<file path="config.mk">
export PLATFORM = sky130hd
export DESIGN_NAME = color_serializer
export DESIGN_NICKNAME = d
export VERILOG_FILES = /design/src/rtl/color_pkg.sv /design/src/rtl/sync_fifo.sv /design/src/rtl/color_serializer.sv
export SDC_FILE = /design/constraint.sdc
export NUM_CORES = 1
export LEC_CHECK = 0
export BUFFER_PORTS_ARGS = -buffer_cell sky130_fd_sc_hd__buf_2
export CORE_ASPECT_RATIO = 0.5
export CORE_UTILIZATION = 50
export DETAILED_ROUTE_END_ITERATION = 10
export PLACE_DENSITY = 0.73
export SYNTH_ARGS = -nofsm -noshare
export SYNTH_HDL_FRONTEND = slang
export SYNTH_SLANG_ARGS = --single-unit
</file>
<file path="constraint.sdc">
create_clock -name clk -period 1.6 [get_ports clk]
set_clock_uncertainty 0.1 [all_clocks]
set_input_delay 0.08 -clock clk [delete_from_list [all_inputs] [get_ports clk]]
set_output_delay 0.08 -clock clk [all_outputs]
set_load 0.05 [all_outputs]
</file>
<file path="src/rtl/color_pkg.sv">
// Shared constants for the colour serializer: code width, slots per word,
// slot-count width and the four colour code values.
package color_pkg;

    localparam int CW    = 2;
    localparam int N     = 4;
    localparam int CNT_W = 3;

    localparam logic [CW-1:0] COLOR_C0 = 2'd0;
    localparam logic [CW-1:0] COLOR_C1 = 2'd1;
    localparam logic [CW-1:0] COLOR_C2 = 2'd2;
    localparam logic [CW-1:0] COLOR_C3 = 2'd3;

endpackage

</file>
<file path="src/rtl/sync_fifo.sv">
// Single-clock FIFO with occupancy counter and full/empty flags; the head
// entry is presented combinationally on rdata.
module sync_fifo #(
    parameter int WIDTH = 11,
    parameter int DEPTH = 2
) (
    input  logic             clk,
    input  logic             reset,
    input  logic             push,
    input  logic             pop,
    input  logic [WIDTH-1:0] wdata,
    output logic [WIDTH-1:0] rdata,
    output logic             full,
    output logic             empty
);

    localparam int AW = $clog2(DEPTH);
    localparam logic [AW:0] FULL_CNT = (AW+1)'(DEPTH);

    logic [WIDTH-1:0] mem [DEPTH];
    logic [AW-1:0]    wr_ptr;
    logic [AW-1:0]    rd_ptr;
    logic [AW:0]      count;
    logic             do_push;
    logic             do_pop;

    assign do_push = push & !full;
    assign do_pop  = pop & !empty;
    assign full    = (count == FULL_CNT);
    assign empty   = (count == '0);
    assign rdata   = mem[rd_ptr];

    always_ff @(posedge clk or posedge reset) begin
        if (reset) begin
            wr_ptr <= '0;
            rd_ptr <= '0;
            count  <= '0;
        end else begin
            if (do_push) wr_ptr <= wr_ptr + AW'(1);
            if (do_pop)  rd_ptr <= rd_ptr + AW'(1);
            case ({do_push, do_pop})
                2'b10:   count <= count + (AW+1)'(1);
                2'b01:   count <= count - (AW+1)'(1);
                default: count <= count;
            endcase
        end
    end

    // Storage carries no reset: contents are only visible once counted in.
    always_ff @(posedge clk) begin
        if (do_push) mem[wr_ptr] <= wdata;
    end

endmodule

</file>
<file path="src/rtl/color_serializer.sv">
// Buffers packed colour words and emits one colour per clock, slot 0 first,
// reloading the shifter on its last colour so consecutive words run gap-free.
module color_serializer
    import color_pkg::*;
#(
    parameter int DEPTH = 2
) (
    input  logic              clk,
    input  logic              reset,
    input  logic              in_valid,
    output logic              in_ready,
    input  logic [CW*N-1:0]   in_word,
    input  logic [CNT_W-1:0]  in_cnt,
    output logic [CW-1:0]     color,
    output logic              color_valid,
    output logic              busy
);

    localparam int WW = CW * N;
    localparam int FW = WW + CNT_W;

    logic [FW-1:0]    head;
    logic             fifo_full;
    logic             fifo_empty;
    logic             load;
    logic [WW-1:0]    word_p0;
    logic [CNT_W-1:0] rem_p0;
    logic [CW-1:0]    color_p1;
    logic             vld_p1;

    function automatic logic [CNT_W-1:0] sat_cnt(input logic [CNT_W-1:0] c);
        return (c > CNT_W'(N)) ? CNT_W'(N) : c;
    endfunction

    assign in_ready    = !fifo_full;
    assign load        = (rem_p0 <= CNT_W'(1)) && !fifo_empty;
    assign color       = color_p1;
    assign color_valid = vld_p1;
    assign busy        = (rem_p0 != '0) | !fifo_empty | vld_p1;

    sync_fifo #(
        .WIDTH (FW),
        .DEPTH (DEPTH)
    ) u_fifo (
        .clk   (clk),
        .reset (reset),
        .push  (in_valid),
        .pop   (load),
        .wdata ({in_word, in_cnt}),
        .rdata (head),
        .full  (fifo_full),
        .empty (fifo_empty)
    );

    // Stage p0 -> p1: shifter count and registered colour output.
    always_ff @(posedge clk or posedge reset) begin
        if (reset) begin
            rem_p0   <= '0;
            color_p1 <= '0;
            vld_p1   <= 1'b0;
        end else begin
            vld_p1 <= (rem_p0 != '0);
            if (rem_p0 != '0) color_p1 <= word_p0[CW-1:0];
            if (load)
                rem_p0 <= sat_cnt(head[CNT_W-1:0]);
            else if (rem_p0 != '0)
                rem_p0 <= rem_p0 - CNT_W'(1);
        end
    end

    // Word bits are meaningless while rem_p0 is zero, so they carry no reset.
    always_ff @(posedge clk) begin
        if (load)
            word_p0 <= head[FW-1:CNT_W];
        else if (rem_p0 != '0)
            word_p0 <= word_p0 >> CW;
    end

endmodule

</file>
---- Yosys cells after proc, flatten, opt, wreduce, memory -nomap -nowiden ----
Memories as Yosys holds them, arrays and structs flattened.
Cells that the tools add are included.
storage, ports and cells
  memories ................................ 1
  register bits ........................... 18
  RAM bits ................................ 22
  bits of input ports ..................... 14
  output and inout port bits .............. 5
  logic and storage cells ................. 37
operators by class
  bitwise operators ....................... 4
  $lt $le $gt $ge ......................... 2
  reduce and logical (&&, ||, !) cells .... 7
  mux-type cells .......................... 8
  eq/ne operators ......................... 3
  add/sub/neg operators ................... 5
memory list
  memory      depth  bits a word  read ports  clocked after memory_dff  write ports  RTL line         RTL
  u_fifo.mem  2      11           1           0                         1            sync_fifo.sv:20  logic [WIDTH-1:0] mem [DEPTH];
operator list
  operator                                                                number
  8-bit 2-to-1 mux                                                        2
  3-bit 2-to-1 mux                                                        3
  2-bit == test (second input constant)                                   2
  2-bit one-hot mux with 2 select lines                                   1
  2-bit nonzero test                                                      2
  3-bit greater-than comparator (second input constant)                   1
  3-bit by 1-bit <= comparator with 1-bit output (second input constant)  1
  3-bit nonzero test                                                      1
  3-bit by 1-bit subtractor with 3-bit output (second input constant)     1
  1-bit adder (second input constant)                                     2
  2-bit by 1-bit adder with 2-bit output (second input constant)          1
  1-bit bitwise AND                                                       2
  2-bit by 1-bit == test with 1-bit output (second input constant)        1
  1-bit zero test                                                         2
  2-bit zero test                                                         1
  1-bit 2-to-1 mux                                                        2
  1-bit OR                                                                2
  2-bit by 1-bit subtractor with 2-bit output (second input constant)     1
  1-bit logical AND                                                       1

---- Logic depth before layout (Yosys ltp) ----
Gate-level depths: netlist (run 1).
  word-level depth ........................ 6
  gate-level depth with buffers ........... 8

---- Modules after synthesis ----
A second synthesis (run 1) with hierarchy kept.
second synthesis, totals
  cells, all modules ...................... 108
  area total of the unflattened synthesis .. 1,695.4 um2
modules (own cells, without submodules)
  module            instances  area each (um2)  cells an instance  seq. area each (um2)
  sync_fifo         1          992.2            53                 760.7
  color_serializer  1          703.2            55                 390.4

---- Worst setup path after synthesis (run 1) ----
No wires, ideal clock.
  path kind ............................... register to register
  from .................................... reg u_fifo.count[0]
  to ...................................... mem u_fifo.mem[0][0], enable pin
  slack ................................... -0.469 ns
  cell stages (with the launch flop) ...... 4
  setup time .............................. 0.378 ns
  clock period less this slack ............ 2.069 ns
  data required time ...................... 1.122 ns
  data arrival time ....................... 1.590 ns
  cell sequence ........................... dfrtp_1 -> nand2b_1 -> nand2_1 -> nor2_1
on the way
  longest elaborated chain between the ends .. 5
RTL lines
  what                                    RTL line                RTL
  start, declared                         sync_fifo.sv:23         logic [AW:0] count;
  start signal, assigned                  sync_fifo.sv:42         2'b10: count <= count + (AW+1)'(1);
  start signal, assigned                  sync_fifo.sv:43         2'b01: count <= count - (AW+1)'(1);
  start signal, assigned                  sync_fifo.sv:44         default: count <= count;
  2-bit == test                           sync_fifo.sv:29         assign full = (count == FULL_CNT);
  1-bit zero test                         n/a
  via in_ready                            color_serializer.sv:11  output logic in_ready,
  1-bit bitwise AND                       sync_fifo.sv:27         assign do_push = push & !full;
  1-bit 2-to-1 mux                        sync_fifo.sv:51         if (do_push) mem[wr_ptr] <= wdata;
  1-bit 2-to-1 mux (not written as such)  sync_fifo.sv:51
  end, declared                           sync_fifo.sv:20
The timed path passes the listed nets, and every way through them passes these cells.

---- Final worst setup path (run 1) ----
  from .................................... reg rem_p0[1]
  to ...................................... reg word_p0[2], enable pin
on the way
  longest elaborated chain between the ends .. 3
  elaborated cells between the ends (all ways) .. 4
RTL lines
  what                                            RTL line                RTL
  start, declared                                 color_serializer.sv:27  logic [CNT_W-1:0] rem_p0;
  start signal, assigned                          color_serializer.sv:65  rem_p0 <= sat_cnt(head[CNT_W-1:0]);
  start signal, assigned                          color_serializer.sv:67  rem_p0 <= rem_p0 - CNT_W'(1);
  3-bit by 1-bit <= comparator with 1-bit output  color_serializer.sv:36  assign load = (rem_p0 <= CNT_W'(1)) && !fifo_empty;
  1-bit logical AND                               color_serializer.sv:36
  2-bit nonzero test (no line) (*)                n/a
  end signal, assigned                            color_serializer.sv:74  word_p0 <= head[FW-1:CNT_W];
  end signal, assigned                            color_serializer.sv:76  word_p0 <= word_p0 >> CW;
  end, declared                                   color_serializer.sv:26  logic [WW-1:0] word_p0;
Every way passes the cells marked *; elsewhere a longest branch is shown, timed or not.
A chain may end at the register's enable or synchronous reset.

==> flow_metrics.tcl, run 1 <==
set metrics [dict create \
    netlist_area_um2 1660 \
    number_of_global_route_vias_before_repair 946 \
    relSlewSlack_pct 71.1 \
    antenna-diode-count 0 \
    place.detailed.hpwl_um 1840 \
    worst_path_dominant_cell_family "simple AND/OR/NAND/NOR gates" \
    first_pass_iters 4 \
    period_share_pct 101 \
    worstRegToRegCells 4 \
    number_of_register_bits_inferred_by_synthesis 40 \
    cts.sink_count 40 \
    die_x_um 83.4 \
    h_tree_lvls 2 \
    path_clk_slew_ns 0.08 \
    tritoncts "built" \
    via_per_inst 4.81 \
    crit_fanout 8 \
    synth.net_count 120 \
    run_status "finished with violations" \
    route.final.wire_length_um 2870 \
    drtAntennaViolNets 0 \
    number_of_endpoints_with_negative_hold_slack_in_the_final_report 0 \
    worstReg2RegEnd "word_p0[2]" \
    buffer_ports.inserted 18 \
    design_power_total_w 0.00457 \
    cp_slowest_cell "sky130_fd_sc_hd__or3_4" \
    grt_pass1_wl_um 4770 \
    violated_checks "negative setup slack" \
    hold_path_end "u_fifo.wr_ptr" \
    post_route_cells_drive_above_1_share_pct 44.9 \
    cts.path.max_buffers 2 \
    p_leak_nw 0.936 \
    yosysWarnings 0 \
    final_nets 172 \
    tns_ns -0.0909 \
    number_of_placed_i_o_pins 19 \
    post-place-ws_ns -0.185 \
    cts.root.buffer_cell "sky130_fd_sc_hd__clkbuf_8" \
    placement_rows 14 \
    max-cap-violations 0 \
    clk-insertion-delay-late_ns 0.29 \
    fmax_mhz 621 \
    syn-instance-count 103 \
    clock_power_share_pct 14.1 \
    timing.hold.ws_ns 0.123 \
    startpoint_of_the_most_critical_hold_path "in_valid" \
    combPwrFrac_pct 47.7 \
    grtUsageTotal_pct 19.2 \
    reg2reg_slack_ns -0.01 \
    leading_cell_types_by_total_area_after_synthesis "sky130_fd_sc_hd__edfxtp_1 54%, sky130_fd_sc_hd__dfrtp_1 15%, sky130_fd_sc_hd__mux2_4 5.4%, sky130_fd_sc_hd__mux2_2 4.1%, sky130_fd_sc_hd__mux2i_1 3.6%" \
    cell_type_contributing_the_most_total_cell_area_after_synthesis "sky130_fd_sc_hd__edfxtp_1" \
    critical_path.reg2reg.startpoint "rem_p0[1]" \
    synth_cell_types 24 \
    register_area_um2 1150 \
    crit_chain "or3_4, buf_4, nand2_2, buf_12" \
    antenna_found_initial 0 \
    crit_arrival_ns 1.52 \
    min_period_ns 1.61 \
    internal_power_w 0.00300 \
    sequentialPowerShare_pct 38.2 \
    initial_cell_density_of_the_core_pct 53.7 \
    startpoint_class_of_the_critical_path "register" \
    vdd_ir_drop_max_mv 1.20 \
    rsz0062_at_grt "true" \
    crit_required_ns 1.51 \
    power.switching_w 0.00157 \
    multi_input_comb_area_um2 514 \
    path_class "reg2reg" \
    path_buf_inv 2 \
    setup-violations-final 9 \
    fp.coreArea_um2 3080 \
    setup_ws_ns -0.0107 \
    tightest_slew_ns 0.434 \
    hp-class "in2reg" \
    detail_route.iter0.violations 65 \
    global_route.overflow_total 0 \
    remaining_drc_errors 0 \
    nFillCells 196 \
    vias 942 \
    cpPeakStageDelay_ns 0.43 \
    power_density_nw_per_um2 2050 \
    routabilityCongestion 0.764 \
    cts_made_buffers 5 \
    relative_area_change_from_synthesis_to_final_layout_pct 34.7 \
    synthesis.area_per_instance_um2 16.1 \
    power.switching_fraction_pct 34.4 \
    critPathCaptureType "register" \
    post-route-util_pct 72.3 \
    whs_path_depth 4 \
    floorplan.die_area_um2 3560 \
    synthDominantCellAreaShare_pct 54.4 \
    slew_viol_final 0 \
    share_of_the_yosys_chip_area_belonging_to_registers_pct 69.5 \
    fp.dieH_um 42.7 \
    maximum_number_of_pins_on_one_net_before_global_route_repair 14 \
    wl_per_cell_um 14.7 \
]
-- how the worst max path moves through the flow --
| stage | startpoint | endpoint | slack (ns) | cells past startpoint |
|---|---|---|---|---|
| floorplan | u_fifo.count[0] | u_fifo.mem[0][0] | -0.08 | 3 |
| global placement | rem_p0[1] | word_p0[7] | -0.1 | 4 |
| detailed placement | rem_p0[1] | u_fifo.count[1] | -0.19 | 5 |
| CTS | rem_p0[1] | busy | -0.02 | 6 |
| global route | rem_p0[1] | u_fifo.count[1] | -0.07 | 6 |
| finish | rem_p0[1] | word_p0[2] | -0.01 | 4 |
-- placed cells by master, fill, tap and decap left out, drive strengths merged, types with 3 or more instances in the layout --
cell         synthesis  layout
clkbuf               0       5
edfxtp              30      30
buf                  3      36
nand2                9       9
ha                   3       3
clkinv               0       3
mux2i                6       6
mux2                12      12
inv                  8       8
dfrtp               10      10
nor2                 7       7
dlygate4sd3          0      12
xnor2                5       5
-- layout make-up --
cell class	instances	share of cell area (%)
Multi-Input combinational cell	52	23.1
Clock inverter	3	0.842
Inverter	8	1.91
Timing Repair Buffer	48	17.2
Clock buffer	5	3.09
Sequential cell	40	51.6
Tap cell	40	2.24
-- layer usage --
layer	routed length [um]	global-route usage, %	share of wire [%]	vias to the layer above
met3	102	8.37	3.5	4
li1	-	-	-	471
met5	0	0	0	-
met1	1420	25.1	49	442
met2	1300	28.5	45	25
met4	52	7.93	1.8	0
-- per-stage QoR --
stage / cell area, um2 / instances
after global placement: 1920 / 173
after floorplan: 1660 / 103
after detailed placement: 1920 / 173
final: 2230 / 196
after global routing: 2230 / 196
after CTS: 2180 / 195
-- flip-flops by register name (all words and copies together) (netlist names) --
signal / cells
u_fifo.mem: 22
word_p0: 8
rem_p0: 3
color: 2
u_fifo.count: 2
color_valid: 1
u_fifo.rd_ptr: 1
u_fifo.wr_ptr: 1
-- power groups by stage --
stage	sequential [W]	clock, W	combinational (W)
after floorplan	0.00186	0	0.00115
after global routing	0.00178	0.000711	0.00236
after global placement	0.00174	0	0.00181
after detailed placement	0.00175	0	0.00186
final	0.00174	0.000643	0.00218
after CTS	0.00173	0.000659	0.00205
-- kinds of logic after synthesis --
kind of cell | after synthesis | synth area share [%]
adders and majority gates | 3 | 2.27
muxes | 18 | 13.2
and+or+nand+nor | 21 | 5.75
xor gates and xnor gates | 6 | 3.17
AOI/OAI and AO/OA | 4 | 2.27
buffers and inverters | 11 | 3.86
DFF | 40 | 69.5
-- synthesized netlist by cell type, drive strengths merged --
cell type / number
a221o: 1
a32oi: 1
and3: 1
buf: 3
dfrtp: 10
edfxtp: 30
ha: 3
inv: 8
mux2: 12
mux2i: 6
nand2: 9
nand2b: 1
nand3b: 1
nor2: 7
nor2b: 1
o311a: 1
o32ai: 1
or3: 1
xnor2: 5
xor2: 1
-- worst min-delay path, cell delays in order --
cell	delay [ns]
sky130_fd_sc_hd__buf_2	0.11
sky130_fd_sc_hd__nand2_2	0.08
sky130_fd_sc_hd__buf_4	0.14
sky130_fd_sc_hd__xnor2_1	0.06
-- repair_timing --
action                     4_1_cts  5_1_grt
hold buffers                    12        0
gates resized for setup         10        9
hold endpoints to repair        32        0
setup buffers                    2        1
cloned                           0        0
setup endpoints to repair       23       28
pin swaps                        3        4
No activity file was read; power rests on OpenSTA's default activity.
==> inputs of run 2 (changes only) <==
- CORE_MARGIN: default -> 3
==> flow_metrics.tcl, run 2 (synthesis results as in run 1) <==
set metrics [dict create \
    cts.root.buffer_cell "sky130_fd_sc_hd__clkbuf_8" \
    clk-insertion-delay-late_ns 0.29 \
    placement_rows 14 \
    relative_area_change_from_synthesis_to_final_layout_pct 35.9 \
    buffer_ports.inserted 18 \
    max-cap-violations 0 \
    run_status "finished with violations" \
    relSlewSlack_pct 70.4 \
    critPathCaptureType "register" \
    min_period_ns 1.63 \
    remaining_drc_errors 0 \
    setup-violations-final 5 \
    tns_ns -0.0462 \
    post_route_cells_drive_above_1_share_pct 46.8 \
    critical_path.reg2reg.startpoint "rem_p0[2]" \
    drtAntennaViolNets 0 \
    cts_made_buffers 5 \
    floorplan.die_area_um2 4080 \
    hp-class "in2reg" \
    crit_required_ns 1.68 \
    hold_path_end "u_fifo.wr_ptr" \
    grtUsageTotal_pct 16.1 \
    setup_ws_ns -0.0250 \
    path_class "reg2reg" \
    timing.hold.ws_ns 0.131 \
    grt_pass1_wl_um 4600 \
    routabilityCongestion 0.760 \
    via_per_inst 4.88 \
    wl_per_cell_um 15.3 \
    first_pass_iters 3 \
    tritoncts "built" \
    startpoint_of_the_most_critical_hold_path "in_valid" \
    final_nets 174 \
    cpPeakStageDelay_ns 0.45 \
    violated_checks "negative setup slack" \
    cts.sink_count 40 \
    number_of_placed_i_o_pins 19 \
    worst_path_dominant_cell_family "simple AND/OR/NAND/NOR gates" \
    tightest_slew_ns 0.443 \
    route.final.wire_length_um 3020 \
    rsz0062_at_grt "true" \
    crit_fanout 8 \
    slew_viol_final 0 \
    initial_cell_density_of_the_core_pct 53.7 \
    crit_chain "or3_4, inv_12, ha_4, xnor2_2, nor2_4, xor2_1" \
    antenna_found_initial 0 \
    path_buf_inv 1 \
    vias 967 \
    cp_slowest_cell "sky130_fd_sc_hd__or3_4" \
    number_of_endpoints_with_negative_hold_slack_in_the_final_report 0 \
    post-route-util_pct 73.0 \
    global_route.overflow_total 0 \
    die_x_um 87.4 \
    largest_register_ff_count 22 \
    detail_route.iter0.violations 42 \
    mostFrequentLayoutCells "30 x sky130_fd_sc_hd__edfxtp_1, 17 x sky130_fd_sc_hd__buf_2, 15 x sky130_fd_sc_hd__buf_4" \
    p_leak_nw 0.944 \
    whs_path_depth 4 \
    fp.dieH_um 46.7 \
    startpoint_class_of_the_critical_path "register" \
    power_density_nw_per_um2 2080 \
    antenna-diode-count 0 \
    fp.coreArea_um2 3080 \
    fmax_mhz 615 \
    path_clk_slew_ns 0.08 \
    design_power_total_w 0.00468 \
    dpl.cell_count 172 \
    biggestRegsByFlops "u_fifo.mem x22, word_p0 x8, rem_p0 x3" \
    vdd_ir_drop_max_mv 1.27 \
    h_tree_lvls 2 \
    worstRegToRegCells 6 \
    most_common_cell_after_layout_fill_and_taps_aside "sky130_fd_sc_hd__edfxtp_1" \
    cts.path.max_buffers 2 \
    crit_arrival_ns 1.70 \
    worstReg2RegEnd "u_fifo.count[1]" \
    maximum_number_of_pins_on_one_net_before_global_route_repair 14 \
    reg2reg_slack_ns -0.03 \
    place.detailed.hpwl_um 1920 \
    post_layout_nonfiller_instances 198 \
    period_share_pct 102 \
    number_of_global_route_vias_before_repair 920 \
    top_register "u_fifo.mem" \
]
-- run 2: worst max path at each step --
stage | from | depth (start not counted) | slack, ns | endpoint
after detailed placement | rem_p0[1] | 6 | -0.17 | u_fifo.count[1]
after CTS | rem_p0[1] | 6 | -0.02 | busy
final | rem_p0[2] | 6 | -0.03 | u_fifo.count[1]
after global routing | rem_p0[2] | 6 | -0.08 | u_fifo.count[1]
after global placement | rem_p0[1] | 4 | -0.1 | word_p0[7]
after floorplan | u_fifo.count[0] | 3 | -0.08 | u_fifo.mem[0][0]
-- run 2: final cells by class --
type,instances,area (um2)
Clock buffer,5,68.8
Clock inverter,3,18.8
Fill cell,190,833
Inverter,8,42.5
Multi-Input combinational cell,52,514
Sequential cell,40,1150
Tap cell,40,50.0
Timing Repair Buffer,50,403
-- run 2: power breakdown --
group          switching (W)  total [W]  internal (W)
registers           0.000183    0.00175       0.00157
logic                0.00109    0.00227       0.00118
clock network       0.000351   0.000655      0.000304
-- run 2: worst min-delay path: stages --
cell and delay (ns):
sky130_fd_sc_hd__buf_2 0.11, sky130_fd_sc_hd__nand2_2 0.09, sky130_fd_sc_hd__buf_4 0.14, sky130_fd_sc_hd__xnor2_1 0.06
-- run 2: routing by layer --
| metal | global-route usage [%] | share of wire, % |
|---|---|---|
| met1 | 22.1 | 47 |
| met2 | 23.7 | 46 |
| met3 | 6.61 | 5.0 |
| met4 | 4.59 | 1.1 |
| met5 | 0 | 0 |
-- run 2: repair_timing --
item	in CTS	in global routing
hold buffers	12	0
resized for setup	13	10
endpoints found under the hold margin	32	0
pin swaps	1	7
setup endpoints to repair	18	29
setup buffers	3	3
-- run 2: per-stage QoR --
step / instance area, um2 / setup slack (ns)
final: 2250 / -0.0250
after global routing: 2250 / -0.0774
after CTS: 2190 / -0.0216
after detailed placement: 1910 / -0.168
after global placement: 1910 / -0.0998
after floorplan: 1660 / -0.0808
